## src/rtl/cache_arbiter.sv

```systemverilog
// cache_arbiter
//   Two-port line-request arbiter between the split L1 caches and the single
//   cacheline adaptor. One request is serviced at a time. Ties in IDLE go to
//   the side that was not granted last. The read line is buffered and
//   returned to both caches, and only the owner receives the resp pulse.
//
// Ports:
//   clk, reset_n            clock, asynchronous active-low reset
//   i_address_i/i_read_i    I-cache line read request (level, held until i_resp_o)
//   i_line_o/i_resp_o       line and completion pulse to I-cache
//   d_address_i/d_read_i/d_write_i/d_line_i
//                           D-cache read/write request (level, held until d_resp_o)
//   d_line_o/d_resp_o       line and completion pulse to D-cache
//   mem_address_o/mem_read_o/mem_write_o/mem_line_o
//                           request to the cacheline adaptor
//   mem_line_i/mem_resp_i   adaptor read line and one-cycle completion pulse
module cache_arbiter #(
  parameter int unsigned ADDR_W = 32,
  parameter int unsigned LINE_W = 256
) (
  input  logic              clk,
  input  logic              reset_n,
  input  logic [ADDR_W-1:0] i_address_i,
  input  logic              i_read_i,
  output logic [LINE_W-1:0] i_line_o,
  output logic              i_resp_o,
  input  logic [ADDR_W-1:0] d_address_i,
  input  logic              d_read_i,
  input  logic              d_write_i,
  input  logic [LINE_W-1:0] d_line_i,
  output logic [LINE_W-1:0] d_line_o,
  output logic              d_resp_o,
  output logic [ADDR_W-1:0] mem_address_o,
  output logic              mem_read_o,
  output logic              mem_write_o,
  output logic [LINE_W-1:0] mem_line_o,
  input  logic [LINE_W-1:0] mem_line_i,
  input  logic              mem_resp_i
);

  typedef enum logic [1:0] {IDLE, MEM, RESP} state_t;
  typedef enum logic {SIDE_I, SIDE_D} side_t;
  typedef enum logic {OP_RD, OP_WR} op_t;

  state_t            state, state_n;
  side_t             owner;
  op_t               op;
  side_t             last_grant;
  logic [ADDR_W-1:0] abuf;
  logic [LINE_W-1:0] wbuf;
  logic [LINE_W-1:0] rbuf;

  logic d_req;
  logic grant;
  logic grant_d;

  assign d_req = d_read_i | d_write_i;

  always_comb begin
    state_n = state;
    grant   = 1'b0;
    grant_d = 1'b0;
    unique case (state)
      IDLE: begin
        grant = i_read_i | d_req;
        // On a tie the side not granted last wins; otherwise the lone requester.
        if (i_read_i && d_req) grant_d = (last_grant == SIDE_I);
        else                   grant_d = d_req;
        if (grant) state_n = MEM;
      end
      MEM:     if (mem_resp_i) state_n = RESP;
      RESP:    state_n = IDLE;
      default: state_n = IDLE;
    endcase
  end

  always_ff @(posedge clk or negedge reset_n) begin
    if (!reset_n) begin
      state      <= IDLE;
      owner      <= SIDE_I;
      op         <= OP_RD;
      last_grant <= SIDE_I;
      abuf       <= '0;
      wbuf       <= '0;
      rbuf       <= '0;
    end else begin
      state <= state_n;
      if (state == IDLE && grant) begin
        abuf       <= grant_d ? d_address_i : i_address_i;
        owner      <= grant_d ? SIDE_D : SIDE_I;
        last_grant <= grant_d ? SIDE_D : SIDE_I;
        // Write wins when the D-cache raises both read and write.
        if (grant_d && d_write_i) begin
          op   <= OP_WR;
          wbuf <= d_line_i;
        end else begin
          op <= OP_RD;
        end
      end
      if (state == MEM && mem_resp_i && op == OP_RD) rbuf <= mem_line_i;
    end
  end

  assign mem_read_o    = (state == MEM) && (op == OP_RD);
  assign mem_write_o   = (state == MEM) && (op == OP_WR);
  assign mem_address_o = abuf;
  assign mem_line_o    = wbuf;
  assign i_resp_o      = (state == RESP) && (owner == SIDE_I);
  assign d_resp_o      = (state == RESP) && (owner == SIDE_D);
  assign i_line_o      = rbuf;
  assign d_line_o      = rbuf;

endmodule
```

## config.mk

```make
export PLATFORM = sky130hd
export DESIGN_NAME = cache_arbiter
export DESIGN_NICKNAME = d
export VERILOG_FILES = /design/src/rtl/cache_arbiter.sv
export SDC_FILE = /design/constraint.sdc
export NUM_CORES = 1
export LEC_CHECK = 0
export ABC_CLOCK_PERIOD_IN_PS = 4900
export BUFFER_PORTS_ARGS = -buffer_cell sky130_fd_sc_hd__buf_2
export CORE_AREA = 3 3 546 548
export CTS_BUF_LIST = sky130_fd_sc_hd__clkbuf_8
export DETAILED_ROUTE_END_ITERATION = 10
export DIE_AREA = 0 0 549 551
export HOLD_SLACK_MARGIN = 0.05
export MAX_ROUTING_LAYER = met4
export PLACE_DENSITY_LB_ADDON = 0.08
export SETUP_SLACK_MARGIN = 0.15
export SLEW_MARGIN = 20
export SYNTH_ARGS = -nofsm -noshare
export SYNTH_HDL_FRONTEND = slang
export SYNTH_SLANG_ARGS = --single-unit
```

## constraint.sdc

```tcl
create_clock -name clk -period 4.9 [get_ports clk]
set_clock_uncertainty 0.1 [all_clocks]
set_input_delay 0.98 -clock clk [delete_from_list [all_inputs] [get_ports clk]]
set_output_delay 0.98 -clock clk [all_outputs]
set_load 0.01 [all_outputs]
```

# Yosys cells after proc, flatten, opt, wreduce, memory -nomap -nowiden
# Cells that the tools add are included.
[classes] bitwise_logic=4 eq_ne=4 n_mux=9 reduce_logical=12
[op_table] operator="$mux W32" n=1
[op_table] operator="$logic_and A1 B1 Y1" n=9
[op_table] operator="$mux W1" n=5
[op_table] operator="$mux W2" n=2
[op_table] operator="$ne A2 B2 Y1 const B" n=2
[op_table] operator="$pmux W2 S2" n=1
[op_table] operator="$reduce_and A2 Y1" n=2
[op_table] operator="$eq A2 B1 Y1 const B" n=1
[op_table] operator="$eq A2 B2 Y1 const B" n=1
[op_table] operator="$logic_not A2 Y1" n=1
[op_table] operator="$not A1 Y1" n=2
[op_table] operator="$or A1 B1 Y1" n=2
[word_totals] regBits=548 output_inout_bits=804 wordCells=35

# Longest topological paths before layout
[logic_depth] word_depth=6 mapped_depth=7 ltp_nobuf=3

# Worst setup path before layout
# OpenSTA, ideal clock, no wires.
[synth_path] kind="input-to-reg" startpoint="input i_read_i" endpoint="register wbuf[26], in the netlist mem_line_o[26]" slack_ns=2.624 path_stages=5 arrival_ns=2.048 required_ns=4.672 cell_sequence="a211oi_4 > nand2_1 > clkbuf_1 > buf_2 > mux2_1"
[synth_via] elab_chain_len=5 elab_cells_between_ends=8 classes_between="mux: 3; bitwise: 1; reduce/logical: 4"
[synth_rtl] item="from (decl)" line="24" text="input logic i_read_i,"
[synth_rtl] item="$logic_and A1 B1 Y1" line="67" text="if (i_read_i && d_req) grant_d = (last_grant == SIDE_I);"
[synth_rtl] item="$mux W1" line="67"
[synth_rtl] item="$mux W1" line="63" text="unique case (state)"
[synth_rtl] item="$logic_and A1 B1 Y1" line="93" text="if (grant_d && d_write_i) begin"
[synth_rtl] item="$reduce_and A2 Y1 (no source line) (*)"
[synth_rtl] item="to (signal assigned)" line="95" text="wbuf <= d_line_i;"
[synth_rtl] item="to (decl)" line="50" text="logic [LINE_W-1:0] wbuf;"
# Mark *: on every way between the ends. The rest lies on a longest branch, timed or not.
# A chain may end at the register's enable or synchronous reset.

# Worst setup path after layout
[layout_path] startpoint="register state[1]" endpoint="output mem_write_o"
[layout_via] elab_chain_len=2
[layout_rtl] item="from (decl)" line="45" text="state_t state, state_n;"
[layout_rtl] item="from (signal assigned)" line="87" text="state <= state_n;"
[layout_rtl] item="$eq A2 B1 Y1" line="105" text="assign mem_write_o = (state == MEM) && (op == OP_WR);"
[layout_rtl] item="$logic_and A1 B1 Y1" line="105"
[layout_rtl] item="to (decl)" line="35" text="output logic mem_write_o,"
# No other way between the ends.

==> run_results.csv <==
group,metric,value,unit
timing,setup_viol,0,
synthesis,async_flop_share,100,%
routing,firstDrtPassIters,4,
synthesis,ys_warn_count,0,
placed_design,gp_routability_congestion,0.725,
grt,grt_pass1_wl,204000,um
setup_path,cp.arrival,2010,ps
routing,vias,18300,
setup_path,cp_max_fo,7,
setup_path,crit_family,"flip-flops",
cts,clk_latency,830,ps
flow_run,max_cap_violations,0,
pwr,ir_drop,0.248,mV
synthesis,synth_most_common_cell,"dfrtp_1",
setup_path,slowest_delay,470,ps
cts,htree_levels,4,
routing,first_iter_violations,602,
die,core_region_area,0.294,mm^2
cts,clk_path_buf_depth,4,
synthesis,synth_cell_types,24,
routing,via_per_inst,2.63,
timing,tns,0,ps
setup_path,crit_path_end_kind,"primary output",
pwr,p_leak,17.2,nW
grt,grt_max_degree,97,
die,die_h,551,um
die,std_cell_rows,199,
setup_path,cp.buffers_inverters,1,
synthesis,ys_top_cells_by_count,"548 x dfrtp_1, 256 x buf_4, 240 x mux2_4",
synthesis,syn_inst,1545,
outcome,outcome,"complete, no violations",
timing,hold_viol,0,
synthesis,syn_nets,2127,
timing,holdWs,232,ps
placed_design,placed_cell_area,0.0336,mm^2
setup_path,path_class,"flop to primary output",
setup_path,path_cells,"nand2b_1 > nor2_1 > buf_2",
synthesis,synth_top_area_share,57.8,%
cells_and_area,area_growth,56.5,%
cells_and_area,drive_above_1_share,71.2,%
timing,max_freq,324,MHz
synthesis,synth_area_leader_cell,"dfrtp_1",
die,fp.dieArea,0.302,mm^2
synthesis,syn_avg_cell_area,15.4,um^2
placed_design,dpl.hpwl,130000,um
routing,ant_nets,0,
timing,rsz0062_at_grt,"no",
routing,drc,0,
grt,grt-ovfl-total,0,
routing,wl,159000,um
synthesis,synth_edf_count,0,
timing,fin_ws,1810,ps
placed_design,dp_cells,6559,
synthesis,ys_ff_latch,548,
cts,cts_sinks,548,
setup_path,setup.worst_path.start_class,"flop",
grt,antenna_found_initial,152,
timing,drv_slew,0,
die,ios,1386,
timing,layout_min_cycle_time,3090,ps
synthesis,synth_area_leaders,"dfrtp_1 58%, mux2_4 15%, mux2_2 11%",
timing,relSlewSlack,41.9,%
cells_and_area,design_area,0.0371,mm^2
cts,numCtsBuffers,137,
cts,clock_tree.root_cell,"clkbuf_8",
grt,grt_pass1_vias,19700,
setup_path,crit_slowest_cell,"dfrtp_1",
synthesis,syn_area,0.0237,mm^2
timing,tightest_slew,871,ps
cts,post_cts_resized,0,
die,initial_core_util,8.08,%
cells_and_area,instances_no_fill,6953,
synthesis,seq_area_frac_synth,57.8,%
placed_design,port_buffers,1385,
cts,cts_tree,"done",
routing,avgRoutedWirePerCell,22.9,um
pwr,powerDensity,712,mW/mm^2
grt,grtUsageTotal,10.3,%
synthesis,synthFlopType,"dfrtp_1",
timing,final.period_utilization,63.0,%
cts,clk_pin_slew,60,ps
cells_and_area,nets,3427,
worst_hold_path,hold_path.class,"input pin to flop",
placed_design,place_ws,1710,ps
die,die_w,549,um
setup_path,cp.required,3820,ps
## flip-flops by register name, summed over array words and instances, names as in the netlist
| name | cells |
|---|---|
| state | 2 |
| d_line_o | 256 |
| op | 1 |
| last_grant | 1 |
| mem_address_o | 32 |
| mem_line_o | 256 |
## logic make-up (layout without fill, tap and decap cells)
kind of cell	count (synthesis)	in the layout	synth area share, %
AO/OA/AOI/OAI	101	101	2.39
buffers and inverters	339	1734	10.4
other	0	94	0
flip-flops	548	548	57.8
AND/OR/NAND/NOR	45	45	1.32
multiplexers	512	512	28.1
## worst paths after layout
kind                                       from               end  slack (ps)  cells after the start
worst max register to register         state[1]      d_line_o[75]        2290                      4
max in group asynchronous               reset_n   mem_line_o[122]        2860                      3
worst max-delay path                   state[1]       mem_write_o        1810                      3
min in group asynchronous               reset_n  mem_address_o[0]         610                      2
worst min-delay path              d_line_i[161]   mem_line_o[161]         230                      2
worst min register to register  mem_line_o[164]   mem_line_o[164]         390                      1
## repair_timing
item | in CTS | in global routing
endpoints found under the hold margin | 100 | 0
setup endpoints to repair | 0 | 0
hold buffers | 66 | 0
setup buffers | 0 | 0
## cell type report
type                            count  area (um^2)
Multi-Input combinational cell    658         7570
Clock buffer                      165         2270
Sequential cell                   548        13700
Antenna cell                       94          235
Timing Repair Buffer             1499         8060
Clock inverter                     69          385
Fill cell                       33400       256000
Inverter                            1         3.75
Tap cell                         3919         4900
## worst register-to-register path, cell delays in order (launching register included)
cell and delay (ps):
dfrtp_1 470, and3b_1 270, and2_4 620, buf_12 600, mux2_4 420
## layout by cell type, fill, tap and decap left out, types with 2 or more instances in the layout
cell / instances
buf_2: 1384
dfrtp_1: 548
mux2_4: 240
mux2_2: 231
clkbuf_8: 165
diode_2: 94
dlygate4sd3_1: 66
inv_1: 52
mux2_1: 41
buf_4: 40
o21ai_0: 34
nand3b_1: 32
a21oi_1: 32
a31oi_1: 32
buf_12: 8
clkinvlp_4: 5
clkinv_2: 4
inv_8: 3
inv_6: 3
nor2_1: 2
and3b_1: 2
bufinv_16: 2
## stage by stage
stage	total power [mW]	util [%]
after floorplan	15.6	-
after global placement	21.3	11.4
after detailed placement	21.1	11.4
after CTS	27.4	12.6
after global routing	28.4	12.6
final	26.4	12.7
## power breakdown
part / switching (mW) / internal [mW]
Combinational: 6.06 / 5.42
Clock: 2.61 / 3.15
Sequential: 2.33 / 6.88
Total: 11.0 / 15.4
## layer usage
layer	routed length, um	part of all wire, %	GRT usage, %
met1	59200	37	11.1
met2	73200	46	16.3
met3	22000	14	5.74
met4	4630	2.9	2.97
met5	0	0	-
Power figures use the tool's default switching activity.
